==> config.mk <==
export PLATFORM = sky130hd
export DESIGN_NAME = cdr_link_ctrl
export DESIGN_NICKNAME = d
export VERILOG_FILES = /design/src/rtl/cdr_pkg.sv /design/src/rtl/cdr_gap_mon.sv /design/src/rtl/cdr_link_ctrl.sv
export SDC_FILE = /design/constraint.sdc
export NUM_CORES = 1
export LEC_CHECK = 0
export ABC_AREA = 1
export ABC_CLOCK_PERIOD_IN_PS = 2270
export BUFFER_PORTS_ARGS = -buffer_cell sky130_fd_sc_hd__buf_2
export CORE_ASPECT_RATIO = 1.25
export CORE_MARGIN = 2
export CORE_UTILIZATION = 45
export CTS_BUF_LIST = sky130_fd_sc_hd__clkbuf_4 sky130_fd_sc_hd__clkbuf_8
export DETAILED_ROUTE_END_ITERATION = 8
export GPL_TIMING_DRIVEN = 0
export PLACE_DENSITY_LB_ADDON = 0.1
export SLEW_MARGIN = 20
export SYNTH_ARGS = -nofsm -noshare
export SYNTH_HDL_FRONTEND = slang
export SYNTH_SLANG_ARGS = --single-unit
export TNS_END_PERCENT = 50
==> constraint.sdc <==
create_clock -name clk -period 2.27 [get_ports clk]
set_clock_uncertainty 0.2 [all_clocks]
set_input_delay 0.1135 -clock clk [delete_from_list [all_inputs] [get_ports clk]]
set_output_delay 0.1135 -clock clk [all_outputs]
set_load 0.02 [all_outputs]
==> src/rtl/cdr_pkg.sv <==
// Shared types and defaults for the CDR link controller.
// No ports: state encoding, default line constants, widths.
package cdr_pkg;

  typedef enum logic [1:0] {
    ST_RESYNC  = 2'd0,
    ST_ACQUIRE = 2'd1,
    ST_HUNT    = 2'd2,
    ST_DATA    = 2'd3
  } cdr_state_e;

  localparam logic [7:0] SYNC_WORD_DEF = 8'hA5;
  localparam int MIN_GAP_DEF = 3;
  localparam int MAX_GAP_DEF = 5;
  localparam int TIMEOUT_DEF = 400;

  localparam int BYTE_W = 8;
  localparam int GAP_W  = $clog2(TIMEOUT_DEF + 1);

  function automatic int gap_width(input int tmo);
    return $clog2(tmo + 1);
  endfunction

endpackage

==> src/rtl/cdr_gap_mon.sv <==
// Strobe spacing monitor: gap counter, interval range and timeout flags.
// In: clk, rstn, clr, stb_r, first. Out: in_rng, out_rng, tmo.
module cdr_gap_mon
  import cdr_pkg::*;
#(
  parameter int TIMEOUT = TIMEOUT_DEF,
  parameter int MIN_GAP = MIN_GAP_DEF,
  parameter int MAX_GAP = MAX_GAP_DEF
) (
  input  logic clk,
  input  logic rstn,
  input  logic clr,
  input  logic stb_r,
  input  logic first,
  output logic in_rng,
  output logic out_rng,
  output logic tmo
);

  localparam int GW = gap_width(TIMEOUT);

  logic [GW-1:0] gap;
  logic [GW:0]   ivl;
  logic          chk;
  logic          ok;
  logic          sat;

  assign ivl = {1'b0, gap} + (GW+1)'(1);
  assign sat = gap == GW'(TIMEOUT);
  assign chk = stb_r && !first;

  assign ok = (ivl >= (GW+1)'(MIN_GAP)) &&
              (ivl <= (GW+1)'(MAX_GAP));

  assign in_rng  = chk && ok;
  assign out_rng = chk && !ok;

  // A strobe on the saturation cycle is judged
  // as an interval, not as a loss.
  assign tmo = sat && !stb_r;

  always_ff @(posedge clk or negedge rstn) begin
    if (!rstn) begin
      gap <= '0;
    end else if (clr || stb_r) begin
      gap <= '0;
    end else if (!sat) begin
      gap <= gap + GW'(1);
    end
  end

endmodule

==> src/rtl/cdr_link_ctrl.sv <==
// CDR link controller: resync, lock, sync hunt, framed byte output.
// Ports: clk/rstn, rcv_clk/rcv_data in, cdr_rstn/locked/status out, byte handshake.
module cdr_link_ctrl
  import cdr_pkg::*;
#(
  parameter int         RST_CYC   = 8,
  parameter int         LOCK_CNT  = 16,
  parameter int         TIMEOUT   = TIMEOUT_DEF,
  parameter int         MIN_GAP   = MIN_GAP_DEF,
  parameter int         MAX_GAP   = MAX_GAP_DEF,
  parameter logic [7:0] SYNC_WORD = SYNC_WORD_DEF,
  parameter int         FRAME_LEN = 4
) (
  input  logic              clk,
  input  logic              rstn,
  input  logic              rcv_clk,
  input  logic              rcv_data,
  output logic              cdr_rstn,
  output logic              locked,
  output logic              frame_start,
  output logic [BYTE_W-1:0] byte_data,
  output logic              byte_valid,
  input  logic              byte_ready,
  input  logic              ovf_clr,
  output logic              overflow,
  output logic [7:0]        resync_cnt
);

  localparam logic [1:0] RESYNC  = ST_RESYNC;
  localparam logic [1:0] ACQUIRE = ST_ACQUIRE;
  localparam logic [1:0] HUNT    = ST_HUNT;
  localparam logic [1:0] DATA    = ST_DATA;

  localparam int HOLD_W = $clog2(RST_CYC + 1);
  localparam int GOOD_W = $clog2(LOCK_CNT + 1);

  logic              stb_r;
  logic              bit_r;
  logic [1:0]        state;
  logic [1:0]        state_nxt;
  logic [HOLD_W-1:0] hold_cnt;
  logic [GOOD_W-1:0] good_cnt;
  logic              first;
  logic [BYTE_W-1:0] sr;
  logic [BYTE_W-1:0] shift_nxt;
  logic [2:0]        bit_cnt;
  logic [7:0]        byte_cnt;

  logic st_resync;
  logic st_acq;
  logic st_hunt;
  logic st_data;
  logic hold_done;
  logic good_last;
  logic frame_last;
  logic in_rng;
  logic out_rng;
  logic tmo;
  logic sync_hit;
  logic byte_done;
  logic enter_rs;
  logic ovf_set;

  assign st_resync = state == RESYNC;
  assign st_acq    = state == ACQUIRE;
  assign st_hunt   = state == HUNT;
  assign st_data   = state == DATA;

  assign hold_done  = hold_cnt == HOLD_W'(RST_CYC - 1);
  assign good_last  = good_cnt == GOOD_W'(LOCK_CNT - 1);
  assign frame_last = byte_cnt == 8'(FRAME_LEN - 1);

  assign shift_nxt = {sr[BYTE_W-2:0], bit_r};
  assign enter_rs  = (state_nxt == RESYNC) && !st_resync;
  assign ovf_set   = byte_done && byte_valid && !byte_ready;

  cdr_gap_mon #(
    .TIMEOUT (TIMEOUT),
    .MIN_GAP (MIN_GAP),
    .MAX_GAP (MAX_GAP)
  ) u_gap (
    .clk     (clk),
    .rstn    (rstn),
    .clr     (st_resync),
    .stb_r   (stb_r),
    .first   (first),
    .in_rng  (in_rng),
    .out_rng (out_rng),
    .tmo     (tmo)
  );

  always_comb begin
    state_nxt = state;
    sync_hit  = 1'b0;
    byte_done = 1'b0;
    unique case (1'b1)
      st_resync: begin
        if (hold_done) state_nxt = ACQUIRE;
      end
      st_acq: begin
        if (tmo) begin
          state_nxt = RESYNC;
        end else if (in_rng && good_last) begin
          state_nxt = HUNT;
        end
      end
      st_hunt: begin
        if (tmo || out_rng) begin
          state_nxt = RESYNC;
        end else if (stb_r && shift_nxt == SYNC_WORD) begin
          sync_hit  = 1'b1;
          state_nxt = DATA;
        end
      end
      st_data: begin
        if (tmo || out_rng) begin
          state_nxt = RESYNC;
        end else if (stb_r && bit_cnt == 3'd7) begin
          byte_done = 1'b1;
          if (frame_last) state_nxt = HUNT;
        end
      end
      default: state_nxt = RESYNC;
    endcase
  end

  always_ff @(posedge clk or negedge rstn) begin
    if (!rstn) begin
      stb_r       <= 1'b0;
      bit_r       <= 1'b0;
      state       <= RESYNC;
      hold_cnt    <= '0;
      good_cnt    <= '0;
      first       <= 1'b1;
      sr          <= '0;
      bit_cnt     <= '0;
      byte_cnt    <= '0;
      cdr_rstn    <= 1'b0;
      locked      <= 1'b0;
      frame_start <= 1'b0;
      resync_cnt  <= '0;
    end else begin
      stb_r       <= rcv_clk;
      bit_r       <= rcv_data;
      state       <= state_nxt;
      cdr_rstn    <= state_nxt != RESYNC;
      locked      <= (state_nxt == HUNT) ||
                     (state_nxt == DATA);
      frame_start <= sync_hit;

      if (enter_rs && resync_cnt != 8'hFF) begin
        resync_cnt <= resync_cnt + 8'd1;
      end

      if (st_resync && !hold_done) begin
        hold_cnt <= hold_cnt + HOLD_W'(1);
      end else begin
        hold_cnt <= '0;
      end

      // The first strobe after resync only marks
      // the start of the first interval.
      if (st_resync) begin
        first <= 1'b1;
      end else if (stb_r) begin
        first <= 1'b0;
      end

      if (!st_acq) begin
        good_cnt <= '0;
      end else if (in_rng) begin
        good_cnt <= good_cnt + GOOD_W'(1);
      end else if (out_rng) begin
        good_cnt <= '0;
      end

      if (enter_rs) begin
        sr       <= '0;
        bit_cnt  <= '0;
        byte_cnt <= '0;
      end else if (stb_r && (st_hunt || st_data)) begin
        sr <= shift_nxt;
        if (sync_hit) begin
          bit_cnt  <= '0;
          byte_cnt <= '0;
        end else if (st_data) begin
          bit_cnt <= bit_cnt + 3'd1;
          if (byte_done) begin
            byte_cnt <= byte_cnt + 8'd1;
            if (frame_last) sr <= '0;
          end
        end
      end
    end
  end

  // Output holding register: a held byte is never
  // overwritten; later bytes are dropped instead.
  always_ff @(posedge clk or negedge rstn) begin
    if (!rstn) begin
      byte_data  <= '0;
      byte_valid <= 1'b0;
      overflow   <= 1'b0;
    end else begin
      if (byte_done && !ovf_set) begin
        byte_data  <= shift_nxt;
        byte_valid <= 1'b1;
      end else if (byte_valid && byte_ready) begin
        byte_valid <= 1'b0;
      end

      if (ovf_set) begin
        overflow <= 1'b1;
      end else if (ovf_clr) begin
        overflow <= 1'b0;
      end
    end
  end

endmodule

-- Word-level counts from Yosys, hierarchy flattened
Cells that the tools add are included.
Widths: inputs -> output; s select.
- bits in registers: 62
- logic and storage cells: 120
- $add $sub $neg: 7
- $lt $le $gt $ge: 2
- equality and inequality tests: 14
- mux-type cells: 42
- reductions and logical operators: 38
- operator list (cell ; count):
    $mux 7 ; 6
    $mux 8 ; 5
    $mux 9 ; 2
    $add 8x1->8 const B ; 2
    $logic_and 1x1->1 ; 16
    $mux 2 ; 8
    $mux 5 ; 3
    $mux 1 ; 12
    $mux 3 ; 4
    $add 9x1->10 const B ; 1
    $ge 10x2->1 const B ; 1
    $le 10x3->1 const B ; 1
    $reduce_bool 2->1 ; 5
    $add 9x1->9 const B ; 1
    $eq 9x9->1 const B ; 1
    $eq 2x2->1 const B ; 4
    $eq 8x2->1 const B ; 1
    $eq 8x8->1 const B ; 1
    $ne 8x8->1 const B ; 1
    $pmux 2 s4 ; 1
    $logic_not 1->1 ; 7
    $reduce_bool 3->1 ; 2
    $add 5x1->5 const B ; 1
    $eq 5x4->1 const B ; 1
    other kinds (12) ; 16

-- Depth between registers and ports, before layout
- word-level depth: 13
- mapped depth: 17

-- By module
From an unflattened synthesis, not the netlist that was laid out.
- cells, all modules: 428
- area total of the unflattened synthesis: 3318.2 um^2
- modules (own cells, without submodules) (module ; instances ; cells an instance ; area an instance (um^2)):
    cdr_link_ctrl ; 1 ; 337 ; 2686.3
    cdr_gap_mon ; 1 ; 91 ; 631.9

-- Worst setup path before layout
Ideal clock, no wire load.
- path kind: reg-to-reg
- start point: register u_gap.gap[1]
- end point: register sr[5]
- library setup time: 0.113 ns
- data arrival time: 1.970 ns
- path slack: -0.013 ns
- cell stages (with the launch flop): 17
- period minus slack after synthesis: 2.283 ns
- path through: dfrtp_1 -> ha_1 -> nand2_1 -> nand2_1 -> nand2_1 -> nand2_1 -> nor2_1 -> nand2_1 -> nor2_2 -> nand3_1 -> nand2_2 -> nand3_4 -> nor2_8 -> nand2_4 -> buf_6 -> nand2_1 -> inv_1
- elaborated cells on any way between the ends: 28
- those cells by class: 1 x add/sub; 2 x order compare; 1 x eq/ne; 14 x mux; 10 x reduce/logical
- RTL lines (element ; RTL line ; source):
    start: declaration ; cdr_gap_mon.sv:22 ; logic [GW-1:0] gap;
    start signal: assignment ; cdr_gap_mon.sv:48 ; gap <= gap + GW'(1);
    $add 9x1->10 ; cdr_gap_mon.sv:28 ; assign ivl = {1'b0, gap} + (GW+1)'(1);
    $ge 10x2->1 / $le 10x3->1 (equally long branches) ; cdr_gap_mon.sv:32, cdr_gap_mon.sv:33 ;
    $logic_and 1x1->1 ; cdr_gap_mon.sv:32 ; assign ok = (ivl >= (GW+1)'(MIN_GAP)) &&
    $logic_and 1x1->1 / $logic_not 1->1 (equally long branches) ; cdr_gap_mon.sv:35, cdr_gap_mon.sv:36 ;
    $logic_and 1x1->1 (on tied branches) ; cdr_link_ctrl.sv:103, cdr_gap_mon.sv:36 ;
    $mux 2 / $logic_or 1x1->1 (equally long branches) ; cdr_link_ctrl.sv:103, cdr_link_ctrl.sv:108, cdr_link_ctrl.sv:116 ;
    $mux 2 (on tied branches) ; cdr_link_ctrl.sv:101, cdr_link_ctrl.sv:108, cdr_link_ctrl.sv:116 ;
    $pmux 2 s4 (*) ; cdr_link_ctrl.sv:96 ; unique case (1'b1)
    named net state_nxt[0] ; cdr_link_ctrl.sv:40 ; logic [1:0] state_nxt;
    $logic_not 2->1 (*) ; cdr_link_ctrl.sv:74 ; assign enter_rs = (state_nxt == RESYNC) && !st_resync;
    $logic_and 1x1->1 (*) ; cdr_link_ctrl.sv:74 ;
    $mux 7 / $reduce_bool 2->1 (equally long branches) ; n/a ;
    end signal: assignment ; cdr_link_ctrl.sv:182 ; sr <= shift_nxt;
    end: declaration ; cdr_link_ctrl.sv:44 ; logic [BYTE_W-1:0] sr;
Mark *: on every way through the listed nets, which the timed path passes. The rest lies on a longest branch. The select of a mux whose other input is x is not followed.
A chain may end at the register's enable or synchronous reset.

-- Worst setup path after layout
- start point: register u_gap.gap[0]
- end point: register byte_cnt[6]
- longest elaborated chain between the ends: 12
- elaborated cells on any way between the ends: 29
- those cells by class: 1 x add/sub; 2 x order compare; 1 x eq/ne; 12 x mux; 13 x reduce/logical
- ends and longest elaborated chain (element ; RTL line ; source):
    $add 9x1->10 ; cdr_gap_mon.sv:28 ;
    $ge 10x2->1 / $le 10x3->1 (equally long branches) ; cdr_gap_mon.sv:32, cdr_gap_mon.sv:33 ;
    $logic_and 1x1->1 ; cdr_gap_mon.sv:32 ;
    $logic_and 1x1->1 / $logic_not 1->1 (equally long branches) ; cdr_gap_mon.sv:35, cdr_gap_mon.sv:36 ;
    $logic_and 1x1->1 (on tied branches) ; cdr_link_ctrl.sv:103, cdr_gap_mon.sv:36 ;
    $mux 2 / $logic_or 1x1->1 (equally long branches) ; cdr_link_ctrl.sv:103, cdr_link_ctrl.sv:108, cdr_link_ctrl.sv:116 ;
    $mux 2 (on tied branches) ; cdr_link_ctrl.sv:101, cdr_link_ctrl.sv:108, cdr_link_ctrl.sv:116 ;
    $pmux 2 s4 (*) ; cdr_link_ctrl.sv:96 ;
    named net state_nxt[0] ; cdr_link_ctrl.sv:40 ;
    $logic_not 2->1 (*) ; cdr_link_ctrl.sv:74 ;
    $logic_and 1x1->1 (*) ; cdr_link_ctrl.sv:74 ;
    $reduce_bool 3->1 (no line) / $reduce_bool 2->1 (equally long branches) ; n/a ;
    $reduce_and 3->1 (no line) ; n/a ;
    end signal: assignment ; cdr_link_ctrl.sv:189 ; byte_cnt <= byte_cnt + 8'd1;
    end: declaration ; cdr_link_ctrl.sv:47 ; logic [7:0] byte_cnt;
Marked as above.

==> impl_results.rst <==
.. list-table::
   :header-rows: 1

   * - Metric
     - Value
   * - Outcome
     - finished, violations left
   * - Violations in the final reports
     - setup timing
   * - Number of standard cells after synthesis
     - 420
   * - Count of inserted antenna diode cells
     - 0
   * - Yosys synthesis warning count
     - 0
   * - Met2 wirelength from detailed routing
     - 3.90 mm
   * - Final design instance area without fill
     - 4360 sq um
   * - Slowest stage cell, crit path
     - sky130_fd_sc_hd__dfrtp_2
   * - Post-placement cell area
     - 3620 sq um
   * - Clock tree from TritonCTS
     - yes
   * - Peak per-stage delay on the critical path
     - 0.43 ns
   * - Total area of multi-input combinational cells
     - 1760 sq um
   * - Max-slew headroom
     - 0.674
   * - Count of endpoints failing setup in the final report
     - 34
   * - Number of filler instances in the final layout
     - 674
   * - Share of post-route cells with drive strength above 1
     - 0.323
   * - Final routed wire length divided by cell count
     - 12.9 um
   * - Routed wire length on met3
     - 237 um
   * - Maximum operating frequency
     - 415 MHz
   * - Final number of max-transition violations
     - 0
   * - Arr. time, crit path
     - 2.45 ns
   * - Least setup slack across all paths after layout
     - -0.139 ns
   * - Register Area
     - 1560 sq um
   * - Reg2reg start
     - u_gap.gap[0]$_DFFE_PN0P_
   * - Highest metal layer with signal wires
     - met4
   * - Post-synthesis instance area
     - around 3400 sq um
   * - End of the worst register-to-register path
     - byte_cnt[6]$_DFFE_PN0P_
   * - Kind of launch point of the worst setup path
     - flop
   * - I/O pin total
     - 27
   * - Classification of the worst-slack hold path
     - primary input to asynchronous set/reset pin
   * - Overall fraction of global-route tracks in use
     - 0.197
   * - H-tree lvl count
     - 3
   * - Clock latency on the worst-skew pair
     - 0.34 ns
   * - Register-to-register setup slack
     - -0.14 ns
   * - Synthesized area divided by synthesized cell count
     - 7.98 sq um
   * - Clock Tree Root
     - sky130_fd_sc_hd__clkbuf_8
   * - Maximum clock insertion buffer count
     - 2
   * - Net count after synthesis
     - 437
   * - Number of violations reported at the end of detailed-routing iteration 0
     - 73
   * - Vias per std cell
     - 4.97
   * - Register area share after synthesis
     - 0.463
   * - Overall die height
     - 100 um
   * - Max_cap viols
     - 0
   * - Number of routed nets with antenna violations
     - 0
   * - Antenna violations before repair
     - 0
   * - Pin count of the biggest net entering global routing
     - 37
   * - Number of unique standard cell types used by synthesis
     - 37
   * - Required time at the endpoint of the critical path
     - 2.31 ns
   * - Half-perimeter wire length after placement
     - 4.84 mm
   * - Number of register bits inferred by synthesis
     - 62
   * - Setup repair after global routing missed its margin
     - true
   * - Cell type with the highest occurrence count on the critical path
     - sky130_fd_sc_hd__nand2_2
   * - Depth of the worst register-to-register path
     - 17
   * - Total vias in the final route
     - approximately 2,900
   * - Effective utilization at floorplan
     - 0.458
   * - Floorplan core area
     - 7310 sq um
   * - Top cell type's share of synthesized area
     - 0.456
   * - Clock-pin slew of the registers on the worst-case setup and hold paths
     - 0.07 ns
   * - Cell family with the largest share of critical-path delay
     - simple AND/OR/NAND/NOR gates
   * - Actual slew at the worst max-slew pin
     - 0.485 ns
   * - Number of failing hold endpoints at the final stage
     - 0
   * - VDD IR max
     - 0.294 mV
   * - Post-route DRC
     - 0
   * - Summed negative setup slack over all endpoints
     - -3.54 ns
   * - Static Leak
     - ~2.3 nW
   * - Total die area
     - 8160 sq um
   * - Period Utilization, post-route
     - 1.06
   * - Biggest fanout along the worst timing path
     - 6
   * - Via count of the first global-routing pass
     - 2,781
   * - Sinks on the clock net
     - 62
   * - CP Buf/Inv Count
     - 3
   * - Clock buffers created by TritonCTS
     - 9
   * - Sum of overflow across all layers after global routing
     - 0
   * - Final routed wirelength across all metal layers
     - 7.53 mm
   * - Buffers added on ports
     - 26
   * - RePlAce Congestion
     - between 0.8 and 0.9
   * - Cell type contributing the most total cell area after synthesis
     - sky130_fd_sc_hd__dfrtp_1
   * - Width of the chip
     - 81.2 um
   * - Cell-by-cell listing of the critical path
     - ha_4 > inv_2 > nand2_2 > nand2_2 > nand2_2 > nand2_2 > nor2_4 > nand2_2 > nor2_2 > nand3_1 > nand2_2 > nand3_4 > nor2_8 > nand2_8 > clkbuf_16 > nand2_1 > inv_1
   * - Type of destination of the critical path
     - flop
   * - PD cells
     - 506 nW/um^2
   * - Final critical-path required period
     - 2.41 ns
   * - Number of placement rows
     - 35
   * - Synth top area cells
     - sky130_fd_sc_hd__dfrtp_1, sky130_fd_sc_hd__nand2_1, sky130_fd_sc_hd__inv_1
   * - Layout overhead on the synthesized area
     - 30.2%
   * - WS Path Type
     - flop to flop
   * - Met1 Wirelength
     - 3.24 mm
   * - Wire length of the first global-routing pass
     - 12.3 mm
   * - Net count reported at finish
     - ~500
   * - Number of optimization iterations in the first detailed-route pass
     - 5
-- report_power, final --
group,internal (mW),switching [mW]
Combinational,0.0630,0.0872
Sequential,1.12,0.0140
Clock,0.494,0.432
-- cell families after synthesis --
logic type,Yosys count,synth area share
AO/OA/AOI/OAI,37,0.0609
adder cells (fa/ha/maj),11,0.0411
buffers and inverters,74,0.0907
AND/OR/NAND/NOR,224,0.313
flip-flops,62,0.463
XOR/XNOR,12,0.0314
-- worst max-delay path by stage --
| stage | cells after the start | startpoint | to |
|---|---|---|---|
| final | 17 | u_gap.gap[0]$_DFFE_PN0P_ | byte_cnt[6]$_DFFE_PN0P_ |
| after global routing | 17 | u_gap.gap[0]$_DFFE_PN0P_ | resync_cnt[0]$_DFFE_PN0P_ |
| after CTS | 15 | u_gap.gap[1]$_DFFE_PN0P_ | byte_cnt[7]$_DFFE_PN0P_ |
| after detailed placement | 14 | u_gap.gap[1]$_DFFE_PN0P_ | resync_cnt[7]$_DFFE_PN0P_ |
| after global placement | 16 | u_gap.gap[1]$_DFFE_PN0P_ | resync_cnt[5]$_DFFE_PN0P_ |
| after floorplan | 17 | u_gap.gap[1]$_DFFE_PN0P_ | sr[5]$_DFFE_PN0P_ |
-- routing by layer --
metal / global-route usage / vias to the layer above
li1: - / 1471
met1: 0.232 / 1374
met2: 0.337 / 41
met3: 0.0520 / 14
met4: 0.0782 / 0
met5: 0 / -
-- repair_timing --
action | in CTS | in global routing
resized for setup | 28 | 68
hold buffers | 5 | 0
buffers inserted | 16 | 5
cloned | 1 | 2
hold endpoints to repair | 66 | 0
pin swaps | 14 | 21
setup endpoints to repair | 37 | 37
-- Yosys cell counts --
cell / number
sky130_fd_sc_hd__nor2_2: 4
sky130_fd_sc_hd__nand3_2: 2
sky130_fd_sc_hd__nand3_4: 1
sky130_fd_sc_hd__nor3_2: 1
sky130_fd_sc_hd__inv_1: 66
sky130_fd_sc_hd__buf_1: 1
sky130_fd_sc_hd__nor2_4: 1
sky130_fd_sc_hd__inv_2: 1
sky130_fd_sc_hd__o21ai_0: 15
sky130_fd_sc_hd__nand2_1: 120
sky130_fd_sc_hd__buf_6: 3
sky130_fd_sc_hd__a21oi_1: 5
sky130_fd_sc_hd__o21ai_1: 5
sky130_fd_sc_hd__nor2_1: 24
sky130_fd_sc_hd__o21bai_1: 1
sky130_fd_sc_hd__ha_1: 11
sky130_fd_sc_hd__nor2_8: 1
sky130_fd_sc_hd__xnor2_1: 3
sky130_fd_sc_hd__clkinv_1: 1
sky130_fd_sc_hd__nor3_1: 7
sky130_fd_sc_hd__nor3b_1: 1
sky130_fd_sc_hd__nand2_4: 2
sky130_fd_sc_hd__or2_1: 1
sky130_fd_sc_hd__nand2_2: 4
sky130_fd_sc_hd__nand3b_1: 4
sky130_fd_sc_hd__o22ai_1: 9
sky130_fd_sc_hd__dfstp_2: 1
sky130_fd_sc_hd__clkbuf_1: 1
sky130_fd_sc_hd__xor2_1: 9
sky130_fd_sc_hd__a21o_1: 1
sky130_fd_sc_hd__nor4_1: 1
sky130_fd_sc_hd__o211ai_1: 1
sky130_fd_sc_hd__or2_2: 1
sky130_fd_sc_hd__nand4_1: 15
sky130_fd_sc_hd__nand3_1: 34
sky130_fd_sc_hd__buf_4: 1
sky130_fd_sc_hd__dfrtp_1: 61
-- state kept, by name, summed over array words and instances, names as in the netlist, 2 cells and up --
signal and count:
good_cnt 5, byte_cnt 8, hold_cnt 4, byte_data 8, bit_cnt 3, sr 7, u_gap.gap 9, resync_cnt 8
state 2
-- stage by stage --
stage	total power, mW	cells	hold slack, ns	util	setup slack, ns
2_1_floorplan	1.20	420	-0.382	-	-0.00411
3_3_place_gp	1.24	538	0.0220	0.492	-0.359
3_5_place_dp	1.25	539	-0.137	0.495	-0.409
4_1_cts	2.22	577	0.0309	0.562	-0.114
5_1_grt	2.31	584	0.0569	0.597	-0.281
6_report	2.21	584	0.0263	0.597	-0.139
-- cell type report --
| class | instances | share of cell area |
|---|---|---|
| Sequential cell | 62 | 0.357 |
| Clock inverter | 3 | 0.00401 |
| Inverter | 68 | 0.0599 |
| Timing Repair Buffer | 56 | 0.0989 |
| Tap cell | 92 | 0.0264 |
| Multi-Input combinational cell | 284 | 0.403 |
| Clock buffer | 13 | 0.0396 |
| Buffer | 6 | 0.0120 |
-- worst register-to-register path, stage by stage (launching register included) --
cell and delay, ns:
sky130_fd_sc_hd__dfrtp_2 0.43, sky130_fd_sc_hd__ha_4 0.19, sky130_fd_sc_hd__inv_2 0.05, sky130_fd_sc_hd__nand2_2 0.09
sky130_fd_sc_hd__nand2_2 0.07, sky130_fd_sc_hd__nand2_2 0.09, sky130_fd_sc_hd__nand2_2 0.07, sky130_fd_sc_hd__nor2_4 0.13
sky130_fd_sc_hd__nand2_2 0.06, sky130_fd_sc_hd__nor2_2 0.10, sky130_fd_sc_hd__nand3_1 0.10, sky130_fd_sc_hd__nand2_2 0.12
sky130_fd_sc_hd__nand3_4 0.10, sky130_fd_sc_hd__nor2_8 0.15, sky130_fd_sc_hd__nand2_8 0.09, sky130_fd_sc_hd__clkbuf_16 0.17
sky130_fd_sc_hd__nand2_1 0.05, sky130_fd_sc_hd__inv_1 0.04
-- layout by cell type, fill, tap and decap left out, types with 2 or more instances in the layout --
cell                            Yosys  layout
sky130_fd_sc_hd__nand2_1          120      89
sky130_fd_sc_hd__clkinvlp_4         0       2
sky130_fd_sc_hd__o21ai_0           15       9
sky130_fd_sc_hd__nand3_1           34      26
sky130_fd_sc_hd__inv_1             66      56
sky130_fd_sc_hd__dlygate4sd3_1      0       5
sky130_fd_sc_hd__o22ai_1            9       8
sky130_fd_sc_hd__dfrtp_2            0       3
sky130_fd_sc_hd__o21ai_1            5       4
sky130_fd_sc_hd__clkbuf_8           0      12
sky130_fd_sc_hd__nor3_1             7       7
sky130_fd_sc_hd__buf_2              0      25
sky130_fd_sc_hd__nand4_1           15      15
sky130_fd_sc_hd__clkinv_2           0       2
sky130_fd_sc_hd__nand3b_1           4       4
sky130_fd_sc_hd__nand2_2            4      29
sky130_fd_sc_hd__ha_4               0       2
sky130_fd_sc_hd__ha_1              11       8
sky130_fd_sc_hd__buf_12             0       2
sky130_fd_sc_hd__nor2_2             4       4
sky130_fd_sc_hd__xor2_1             9       9
sky130_fd_sc_hd__dfrtp_1           61      58
sky130_fd_sc_hd__nand3_4            1       2
sky130_fd_sc_hd__inv_2              1      10
sky130_fd_sc_hd__nand2_4            2       7
sky130_fd_sc_hd__buf_4              1      19
sky130_fd_sc_hd__a21oi_1            5       4
sky130_fd_sc_hd__xnor2_1            3       3
sky130_fd_sc_hd__buf_6              3       7
sky130_fd_sc_hd__nor2_1            24      21
sky130_fd_sc_hd__nand3_2            2       9
sky130_fd_sc_hd__nor2_4             1       4
sky130_fd_sc_hd__o21ai_2            0       7
Power figures use the tool's default switching activity.
